--- src/rtl/button_scanner_if.sv ---
// CPU-side read-to-clear port and interrupt of the button scanner.
interface button_scanner_if;
    logic        rd_req;
    logic        rd_ack;
    logic [15:0] rd_data;
    logic        irq;

    modport master (
        output rd_req,
        input  rd_ack,
        input  rd_data,
        input  irq
    );

    modport slave (
        input  rd_req,
        output rd_ack,
        output rd_data,
        output irq
    );
endinterface

--- src/rtl/button_scanner.sv ---
// Round-robin shared debounce engine with sticky press events and read-to-clear.
// Define BUTTON_RELEASE_EVENTS_EN to add release latches in rd_data[15:8].
module button_scanner #(
    parameter int NUM_BUTTONS   = 8,
    parameter int COUNTER_SIZE  = 8,
    parameter int COUNTER_VALUE = 255
) (
    input  logic                   clk,
    input  logic                   reset,
    input  logic [NUM_BUTTONS-1:0] buttons_in,
    output logic [NUM_BUTTONS-1:0] buttons_state,
    button_scanner_if.slave        bus
);
    localparam int IDX_W = (NUM_BUTTONS > 1) ? $clog2(NUM_BUTTONS) : 1;
    localparam logic [IDX_W-1:0] IDX_LAST = IDX_W'(NUM_BUTTONS - 1);
    localparam logic [COUNTER_SIZE-1:0] CNT_LAST = COUNTER_SIZE'(COUNTER_VALUE - 1);

    logic [NUM_BUTTONS-1:0]  sync_q1;
    logic [NUM_BUTTONS-1:0]  sync_q2;
    logic [IDX_W-1:0]        idx;
    logic [COUNTER_SIZE-1:0] count [NUM_BUTTONS];
    logic [NUM_BUTTONS-1:0]  press_ev;
    logic [NUM_BUTTONS-1:0]  press_set;
    logic [NUM_BUTTONS-1:0]  press_nxt;
    logic                    disagree;
    logic                    flip;
    logic [15:0]             snapshot;
    logic                    any_ev;
`ifdef BUTTON_RELEASE_EVENTS_EN
    logic [NUM_BUTTONS-1:0]  release_ev;
    logic [NUM_BUTTONS-1:0]  release_set;
    logic [NUM_BUTTONS-1:0]  release_nxt;
`endif

    always_comb begin
        disagree  = sync_q2[idx] != buttons_state[idx];
        flip      = disagree && (count[idx] == CNT_LAST);
        press_set = '0;
        if (flip && sync_q2[idx])
            press_set[idx] = 1'b1;
        // A read clears the whole snapshot; an event landing on the same edge survives.
        press_nxt = (bus.rd_req ? '0 : press_ev) | press_set;
        snapshot  = '0;
        snapshot[NUM_BUTTONS-1:0] = press_ev;
`ifdef BUTTON_RELEASE_EVENTS_EN
        release_set = '0;
        if (flip && !sync_q2[idx])
            release_set[idx] = 1'b1;
        release_nxt = (bus.rd_req ? '0 : release_ev) | release_set;
        snapshot[8 +: NUM_BUTTONS] = release_ev;
        any_ev = |{press_nxt, release_nxt};
`else
        any_ev = |press_nxt;
`endif
    end

    always_ff @(posedge clk) begin
        if (!reset) begin
            sync_q1       <= '0;
            sync_q2       <= '0;
            idx           <= '0;
            buttons_state <= '0;
            press_ev      <= '0;
            bus.rd_ack    <= 1'b0;
            bus.rd_data   <= '0;
            bus.irq       <= 1'b0;
            for (int i = 0; i < NUM_BUTTONS; i++)
                count[i] <= '0;
`ifdef BUTTON_RELEASE_EVENTS_EN
            release_ev    <= '0;
`endif
        end else begin
            sync_q1 <= buttons_in;
            sync_q2 <= sync_q1;
            idx     <= (idx == IDX_LAST) ? '0 : idx + 1'b1;
            if (!disagree || flip)
                count[idx] <= '0;
            else
                count[idx] <= count[idx] + 1'b1;
            if (flip)
                buttons_state[idx] <= sync_q2[idx];
            press_ev    <= press_nxt;
            bus.rd_ack  <= bus.rd_req;
            bus.rd_data <= bus.rd_req ? snapshot : '0;
            bus.irq     <= any_ev;
`ifdef BUTTON_RELEASE_EVENTS_EN
            release_ev  <= release_nxt;
`endif
        end
    end
endmodule

--- src/flat_wrapper.sv ---
// flat-port wrapper written by rule: the top's interface ports become plain ports
module button_scanner_flat 
#(
    parameter int NUM_BUTTONS   = 8,
    parameter int COUNTER_SIZE  = 8,
    parameter int COUNTER_VALUE = 255
)
  (clk, reset, buttons_in, buttons_state, bus_rd_req, bus_rd_ack, bus_rd_data, bus_irq);
  button_scanner_if bus_i ();
  input  logic clk;
  input  logic reset;
  input  logic [NUM_BUTTONS-1:0] buttons_in;
  output logic [NUM_BUTTONS-1:0] buttons_state;
  input wire logic [$bits(bus_i.rd_req)-1:0] bus_rd_req;
  output wire logic [$bits(bus_i.rd_ack)-1:0] bus_rd_ack;
  output wire logic [$bits(bus_i.rd_data)-1:0] bus_rd_data;
  output wire logic [$bits(bus_i.irq)-1:0] bus_irq;
  assign bus_i.rd_req = bus_rd_req;
  assign bus_rd_ack = bus_i.rd_ack;
  assign bus_rd_data = bus_i.rd_data;
  assign bus_irq = bus_i.irq;
  button_scanner #(.NUM_BUTTONS(NUM_BUTTONS), .COUNTER_SIZE(COUNTER_SIZE), .COUNTER_VALUE(COUNTER_VALUE)) u_core (.clk(clk), .reset(reset), .buttons_in(buttons_in), .buttons_state(buttons_state), .bus(bus_i));
endmodule
--- config.mk ---
export PLATFORM = sky130hd
export DESIGN_NAME = button_scanner_flat
export DESIGN_NICKNAME = d
export VERILOG_FILES = /design/src/rtl/button_scanner_if.sv /design/src/rtl/button_scanner.sv /design/src/flat_wrapper.sv
export SDC_FILE = /design/constraint.sdc
export NUM_CORES = 1
export LEC_CHECK = 0
export ABC_AREA = 1
export BUFFER_PORTS_ARGS = -buffer_cell sky130_fd_sc_hd__buf_2
export CORE_MARGIN = 5
export CORE_UTILIZATION = 60
export DETAILED_ROUTE_END_ITERATION = 10
export PLACE_DENSITY = 0.85
export SLEW_MARGIN = 15
export SYNTH_ARGS = -nofsm -noshare
export SYNTH_HDL_FRONTEND = slang
export SYNTH_SLANG_ARGS = --single-unit
--- constraint.sdc ---
create_clock -name clk -period 6.2 [get_ports clk]
set_input_delay 0.93 -clock clk [delete_from_list [all_inputs] [get_ports clk]]
set_output_delay 0.93 -clock clk [all_outputs]
set_load 0.02 [all_outputs]
* Yosys cells after proc, flatten, opt, wreduce, memory -nomap -nowiden *
Memory sizes are Yosys's and may differ from the RTL's. A register that Yosys moved wholly into a read port is not among the register bits.
Index checks and enable logic that the tools add are counted.

storage, ports and cells
  bits in registers = 53
  bits in latches = 0
  memory bits (writable) = 64
  ROM bits = 0
  output and inout bits = 26
  word-level logic and storage cells = 50
  memories kept = 1

memories
  memory        words  width  read ports  clocked after Yosys merged registers in  wr ports  line                  source
  u_core.count  8      8      1           1                                        8         button_scanner.sv:21  logic [COUNTER_SIZE-1:0] count [NUM_BUTTONS];

cells by class
  $add $sub $neg = 2
  multipliers = 0
  divide/modulo/power cells = 0
  $lt $le $gt $ge = 2
  equal/unequal tests = 3
  shift operators = 0
  mux-type cells = 21
  bitwise gates (word level) = 3
  reductions and logical operators = 9

operator list
  kind                   count
  $mux W8                4
  $reduce_or A8 Y1       2
  $mux W1                11
  $add A8 B1 Y8 const B  1
  $bwmux W8              1
  $eq A8 B8 Y1 const B   1
  $or A8 B8 Y8           1
  $bmux W1 S3            2
  $mux W3                2
  $lt A3 B4 Y1 const B   1
  $add A3 B1 Y3 const B  1
  $demux W1 S3           1
  $eq A3 B3 Y1 const B   1
  $ge A3 B1 Y1 const B   1
  $logic_and A1 B1 Y1    3
  $reduce_and A2 Y1      1
  $reduce_or A2 Y1       1
  $logic_not A1 Y1       1
  $logic_or A1 B1 Y1     1
  $ne A1 B1 Y1           1
  $not A1 Y1             1
  $or A1 B1 Y1           1

* Logic depth before layout (Yosys ltp) *
Gate-level depths: netlist of run 1.

  depth in word-level cells = 11
  mapped depth = 21
  mapped depth without buffers = 19

* Worst setup path after synthesis of run 1 *
OpenSTA, ideal clock, no wires.

  kind = flip-flop to flip-flop
  from = reg u_core.idx[0]
  to = mem u_core.count[4][1] (data pin)
  arrival = 2224 ps
  required time = 5941 ps
  setup slack = 3717 ps
  cell stages (with the launch flop) = 19
  path buffers = 3
  period minus slack after synthesis = 2483 ps
  path through = dfxtp_1 -> buf_6 -> inv_6 -> buf_6 -> nand2_1 -> inv_1 -> a22oi_1 -> nand4_2 -> inv_1 -> ha_1 -> inv_1 -> nor2_1 -> nand2_1 -> nor2_8 -> nor2_4 -> nand2_4 -> or2_1 -> buf_6 -> nor2_2

RTL lines
  item                    line                  source
  start, declared         button_scanner.sv:20  logic [IDX_W-1:0] idx;
  start signal, assigned  button_scanner.sv:75  idx <= (idx == IDX_LAST) ? '0 : idx + 1'b1;
  end, declared           button_scanner.sv:21

==> results of run 1 <==
-- worst register-to-register path: cells and delay by family (launching register included) --
| kind | cells | cell delay [ns] |
|---|---|---|
| fa+ha+maj | 1 | 0.14 |
| flops | 1 | 0.36 |
| compound gates | 1 | 0.24 |
| buf+inv | 5 | 0.85 |
| simple gates | 9 | 1.57 |
-- placed cells by master, fill, tap and decap left out --
cell and count:
nand2_1 169, inv_1 79, edfxtp_1 64, nor2_1 63, dfxtp_1 45, buf_2 28
a21oi_1 22, nand3_1 22, nor3_1 17, nor2_2 14, inv_2 9, nand4_1 9
o21ai_0 9, clkbuf_8 9, conb_1 8, nor2_4 6, nand2_2 5, o21ai_1 4
ha_1 4, inv_6 3, a22oi_1 3, nand2_4 3, inv_8 3, xor2_1 2
a22o_1 1, nand4_2 1, a211oi_1 1, xor2_2 1, clkinv_1 1, nor2_8 1
nand3_2 1, o21ai_2 1, or2_1 1, or2_2 1, nand3b_1 1, clkinv_8 1
clkbuf_16 1, buf_4 1
-- sequential cells by signal, indices dropped and copies added (netlist names) --
| name | count |
|---|---|
| u_core.bus.irq | 1 |
| u_core.sync_q2 | 8 |
| u_core.bus.rd_ack | 1 |
| u_core.buttons_state | 8 |
| u_core.sync_q1 | 8 |
| u_core.idx | 3 |
| u_core.bus.rd_data | 8 |
| u_core.count | 64 |
| u_core.press_ev | 8 |
-- final cells by class --
type	count	area share [%]
Sequential cell	109	52.2
Multi-Input combinational cell	370	32.2
Inverter	90	6.35
Tap cell	105	2.43
Clock inverter	6	1.25
Clock buffer	10	2.76
Timing Repair Buffer	29	2.73
-- power breakdown --
group	switching (W)	internal (W)	leakage (nW)
Clock	0.000269	0.000185	0.111
Sequential	0.0000144	0.000796	1.04
Combinational	0.000129	0.0000406	1.31
-- layer usage --
metal / vias up / global-route usage (%) / routed length (um)
met3: 24 / 4.96 / 984
met2: 193 / 37.6 / 5430
met4: 0 / 7.98 / 233
met1: 1772 / 29.6 / 4440
li1: 1873 / - / -
met5: - / 0 / 0
-- metrics by stage --
step	util, %	cells	total power [W]	hold slack, ns
2_1_floorplan	-	592	0.000958	0.390
3_3_place_gp	63.1	703	0.000986	0.393
4_1_cts	65.8	719	0.00143	0.423
5_1_grt	65.8	719	0.00149	0.436
3_5_place_dp	63.1	703	0.000993	0.396
6_report	65.8	719	0.00144	0.421
-- cell usage after synthesis --
cell type,instances
a211oi_1,1
a21oi_1,22
a22o_1,1
a22oi_1,3
buf_1,1
buf_2,1
buf_4,12
buf_6,5
clkbuf_1,4
clkinv_1,1
conb_1,1
dfxtp_1,45
edfxtp_1,64
ha_1,4
inv_1,79
inv_2,9
inv_6,1
nand2_1,169
nand2_2,5
nand2_4,3
nand3_1,22
nand3_2,1
nand3b_1,1
nand4_1,9
nand4_2,1
nor2_1,63
nor2_2,14
nor2_4,6
nor2_8,1
nor3_1,17
o21ai_0,9
o21ai_1,4
o21ai_2,1
or2_1,1
or2_2,1
xor2_1,2
xor2_2,1
-- cells by family after synthesis --
kind of cell	Yosys count	synth area share (%)
buffers and inverters	113	10.2
DFF	109	55.9
other	1	0.0742
and+or+nand+nor	314	27.8
AOI/OAI and AO/OA	41	4.41
xor gates and xnor gates	3	0.669
adders and majority gates	4	0.991
-- final timing paths --
check	from	endpoint	slack (ns)
setup / recovery	u_core.idx[0]	u_core.count[6][1]	2.78
hold / removal	u_core.sync_q1[2]	u_core.sync_q2[2]	0.42
setup reg to reg	u_core.idx[0]	u_core.count[6][1]	2.78
hold reg to reg	u_core.sync_q1[2]	u_core.sync_q2[2]	0.42
==> run metrics, run 1 <==
status=finished, final reports clean; PwrDens=266 mW/mm2; Bufs on Longest Clock Path=2; sequential element share of the synthesized area=55.9%; area of the multi-input gates=0.00174 mm2; Detailed Route WL=11.1 mm; Initial Util=61.5%; pre-CTS WS=2.94 ns; Total GRT Usage=22.7%; most used cell, CP=inv_1; Post-Syn Area per Cell=8.63 um2; layout cells sized above 1=14.5%; crit start category=register; top cell type's share of synthesized area=38.0%; top post-synthesis cells by area=edfxtp_1, dfxtp_1, nand2_1, inv_1, nor2_1; # resized after CTS=0; cells after synthesis=585; hold path cells=2; crit path cell chain=buf_4 -> inv_6 -> nand2_1 -> inv_1 -> a22oi_1 -> nand4_2 -> inv_1 -> ha_1 -> inv_1 -> nor2_1 -> nand2_1 -> nor2_8 -> nor2_4 -> nand2_4 -> or2_1 -> nor2_2; Crit. End Element=register; CTS Buf Count=9; initial antenna violation count=0; Clock Skew=0.0112 ns; CP Buf/Inv Count=5; final count of hold timing violations=0; Post-DP Area=0.00519 mm2; Chip Width=102 um; WP data arrival=3.54 ns; Root Buffer=clkbuf_8; worst setup margin=2.78 ns; Max Slew Vio Count=0; Synth-to-Final Area Change=6.96%; flop and latch count out of synthesis=109; crit share post-route=55.1%; DRT Pass-1 Iters=5; storage element area=0.00282 mm2; worst min-delay path category=reg2reg; # IOs=37; grt total ovfl=0; Relative slew margins=59.1%; Setup Buffers After CTS=0; delay-heaviest family, CP=simple AND/OR/NAND/NOR gates; worst skew pair latency=0.39 ns; Netlist cell types=37; row cnt=33; gpl congestion=0.941; RSZ-0062 raised after global routing=false; Post-DP HPWL=7.69 mm; setup TNS=0 ns; core area=0.00822 mm2; design area=0.00540 mm2; DR iter-0 viols=278; htree depth=3; synthesized area=0.00505 mm2; peak supply drop=0.167 mV; drt wl/cell=15.4 um; Tmin final=3.42 ns; Critical Path Max Stage Delay=0.48 ns; Die Span Y=102 um; final setup fails=0; number of max-cap violations=0; slowest cell on the critical path=or2_1; cts hold-fix bufs=0; clk slew on worst S/H paths=0.11 ns; leakage=2.46 nW; CTS tree=yes; overall via count from detail_route=3862; IO buf count=28; fill count=670; die area=0.0104 mm2; vias per std cell=5.37; Data required, critical path=6.33 ns; largest area contributor in the netlist=edfxtp_1; first-pass GRT wire length=17.9 mm; Max Clk Rate=293 MHz; vias in the first global route=3686; DRC=0; Routed Antenna Nets=0; Least-Margin Pin Slew=0.613 ns; Critical Path Stages=16; # diodes=0; Worst Path Max Fanout=36; largest net degree at the start of global routing=37; yosys warns=0; Final nets=624; # clock sinks=109; reg2reg path depth=16; Setup CP Type=reg2reg
Power figures use the tool's default switching activity.
==> run 2: changes to the inputs <==
Settings changed: ABC_AREA 1 to 0, CORE_UTILIZATION 60 to 54, PLACE_DENSITY 0.85 to 0.82.
Clock period 6.2 ns to 2.9 ns, I/O delays scaled along.
==> run 2 against run 1 <==
Effect of this change:
- sequential power rose by 110%
- critical path depth shrank 6
- non-clock buffer count up 17
- die area up 6.5%
- cell area shrank 1.5%
- area after synthesis shrank 3.5%
- total power grew 110%
- count of clock-buffer cells in the layout shrank 1
- critical endpoint is now u_core.count[1][5]
- maximum frequency up 24%
- combinational power up 130%
- final cell count decreased by 23%
- sequential cell count unchanged
==> run metrics, run 2 <==
PwrDens=563 mW/mm2; largest area contributor in the netlist=edfxtp_1; Tmin final=2.76 ns; largest net degree at the start of global routing=35; P_sw=0.000813 W; Post-synth EDFFs=64; CTS tree=yes; Worst Path Max Fanout=31; Max Slew Vio Count=0; Data required, critical path=3.13 ns; top cell type's share of synthesized area=39.4%; # clock sinks=109; reg2reg path depth=10; clk slew on worst S/H paths=0.10 ns; grt total ovfl=0; Routed Antenna Nets=0; RSZ-0062 raised after global routing=false; number of max-cap violations=0; yosys warns=0; final core area utilization=60.7%; DRC=0; DR iter-0 viols=353; worst min-delay path category=in2reg; core area=0.00876 mm2; Crit. End Element=register; IO buf count=28; vias per std cell=5.89; max reg flops=64; Internal Power=0.00218 W; Hold Path Origin=buttons_in[4]; vias in the first global route=3288; Initial Util=55.6%; Total GRT Usage=19.7%; crit start category=register; synthesized area=0.00487 mm2; pre-CTS WS=0.0387 ns; layout cells sized above 1=23.7%; # diodes=0; Post-synth top cells=nor2_1, edfxtp_1, dfxtp_1; top post-synthesis cells by area=edfxtp_1, dfxtp_1, mux4_2, nor2_1, and2_1; fill count=689; cells after synthesis=404; most numerous cell in the Yosys netlist=nor2_1; combinational power share=13.1%; Switching Fraction=27.1%; Clock Skew=0.0115 ns; reg2reg end=u_core.count[1][5]; Synth-to-Final Area Change=9.22%; async set-reset flop share out of synthesis=0%; Max Clk Rate=362 MHz; FF-to-FF setup slack=0.14 ns; clock share of power=29.1%; gpl congestion=0.876; Relative slew margins=51.4%; row cnt=34; Bufs on Longest Clock Path=2; leakage=2.01 nW; most frequent cells in the layout=nor2_1, edfxtp_1, dfxtp_1; sequential element share of the synthesized area=57.9%; Netlist cell types=63; worst setup margin=0.140 ns; Final nets=453; overall via count from detail_route=3247; Synth Flop Type=edfxtp_1; # IOs=37; die area=0.0110 mm2; Worst Hold End=u_core.sync_q1[4]; first-pass GRT wire length=17.1 mm; CTS Buf Count=9; peak supply drop=0.373 mV; Post-Syn Area per Cell=12.1 um2; status=finished, final reports clean; Die Span Y=105 um; drt wl/cell=19.0 um; DRT Pass-1 Iters=6; most common cell after layout, fill and taps aside=nor2_1; final count of hold timing violations=0; final setup fails=0; Root Buffer=clkbuf_8; flop and latch count out of synthesis=109; final non-filler cell total=551; dpl cells=535; Post-DP HPWL=7.37 mm; Chip Width=105 um; power share of the sequential group=57.8%; htree depth=3; worst skew pair latency=0.38 ns; Least-Margin Pin Slew=0.723 ns; initial antenna violation count=0; WP data arrival=2.99 ns; FF-to-FF Start=u_core.idx[1]; setup TNS=0 ns; Detailed Route WL=10.5 mm; crit share post-route=95.2%; Largest Register=u_core.count; Setup CP Type=reg2reg; hold path cells=2
## run 2: final cells by class
type	instances	area, um2	area share, %
flip-flops and latches	109	2830	53.1
inverters	5	18.8	0.353
multi-input cells	267	1860	35.0
clock buffers	9	124	2.33
repair buffers	46	288	5.41
well taps	108	135	2.54
clock inverters	7	65.1	1.22
## run 2: cells by family (layout without fill, tap and decap cells)
family | count (synthesis) | in the layout | synth area share [%]
buf+inv | 35 | 67 | 4.42
mux | 24 | 24 | 9.19
fa+ha+maj | 4 | 4 | 1.03
other cells | 1 | 8 | 0.0770
compound gates | 43 | 43 | 7.04
xor+xnor | 5 | 5 | 1.05
simple gates | 183 | 183 | 19.3
flops | 109 | 109 | 57.9
## run 2: timing repair
action                                  CTS  global route
resized for setup                         1             2
hold buffers                              0             0
endpoints found under the setup margin    2            47
buffers inserted                          0             0
## run 2: per-stage QoR
step	power, W	area (um2)	hold WS [ns]
floorplan	0.00205	4900	0.412
global placement	0.00214	5130	0.414
detailed placement	0.00215	5130	0.419
CTS	0.00301	5320	0.243
global route	0.00312	5320	0.244
finish	0.00299	5320	0.256
## run 2: power groups by stage
stage               registers, W  clock network [W]  logic (W)
floorplan                0.00175                  0   0.000303
global placement         0.00176                  0   0.000376
detailed placement       0.00177                  0   0.000385
CTS                      0.00173           0.000896   0.000387
global route             0.00174           0.000962   0.000423
finish                   0.00173           0.000871   0.000394
## run 2: worst max-delay path by stage
stage,slack [ns],cells after the start,to,start
after floorplan,0.25,12,u_core.count[6][3],u_core.idx[1]
after global placement,0.16,8,u_core.count[0][1],u_core.idx[0]
after detailed placement,0.04,8,u_core.count[1][1],u_core.idx[0]
after CTS,0.06,10,u_core.count[6][1],u_core.idx[2]
after global routing,0.003,8,u_core.count[1][7],u_core.idx[2]
final,0.14,10,u_core.count[1][5],u_core.idx[1]
## run 2: worst max-delay path, cell delays in order, from the launching register on
cell and delay, ns:
dfxtp_1 0.40, buf_12 0.22, mux2i_1 0.20, o21ai_0 0.15
or3_1 0.40, ha_1 0.22, and2_4 0.16, a221oi_2 0.27
buf_4 0.26, nand3_2 0.16, nor2_1 0.17
## run 2: routing by layer
| layer | track usage [%] | vias up | wire, um |
|---|---|---|---|
| li1 | - | 1508 | - |
| met1 | 25.7 | 1559 | 4230 |
| met2 | 32.1 | 161 | 5310 |
| met3 | 4.62 | 19 | 744 |
| met4 | 7.49 | 0 | 208 |
| met5 | 0 | - | 0 |
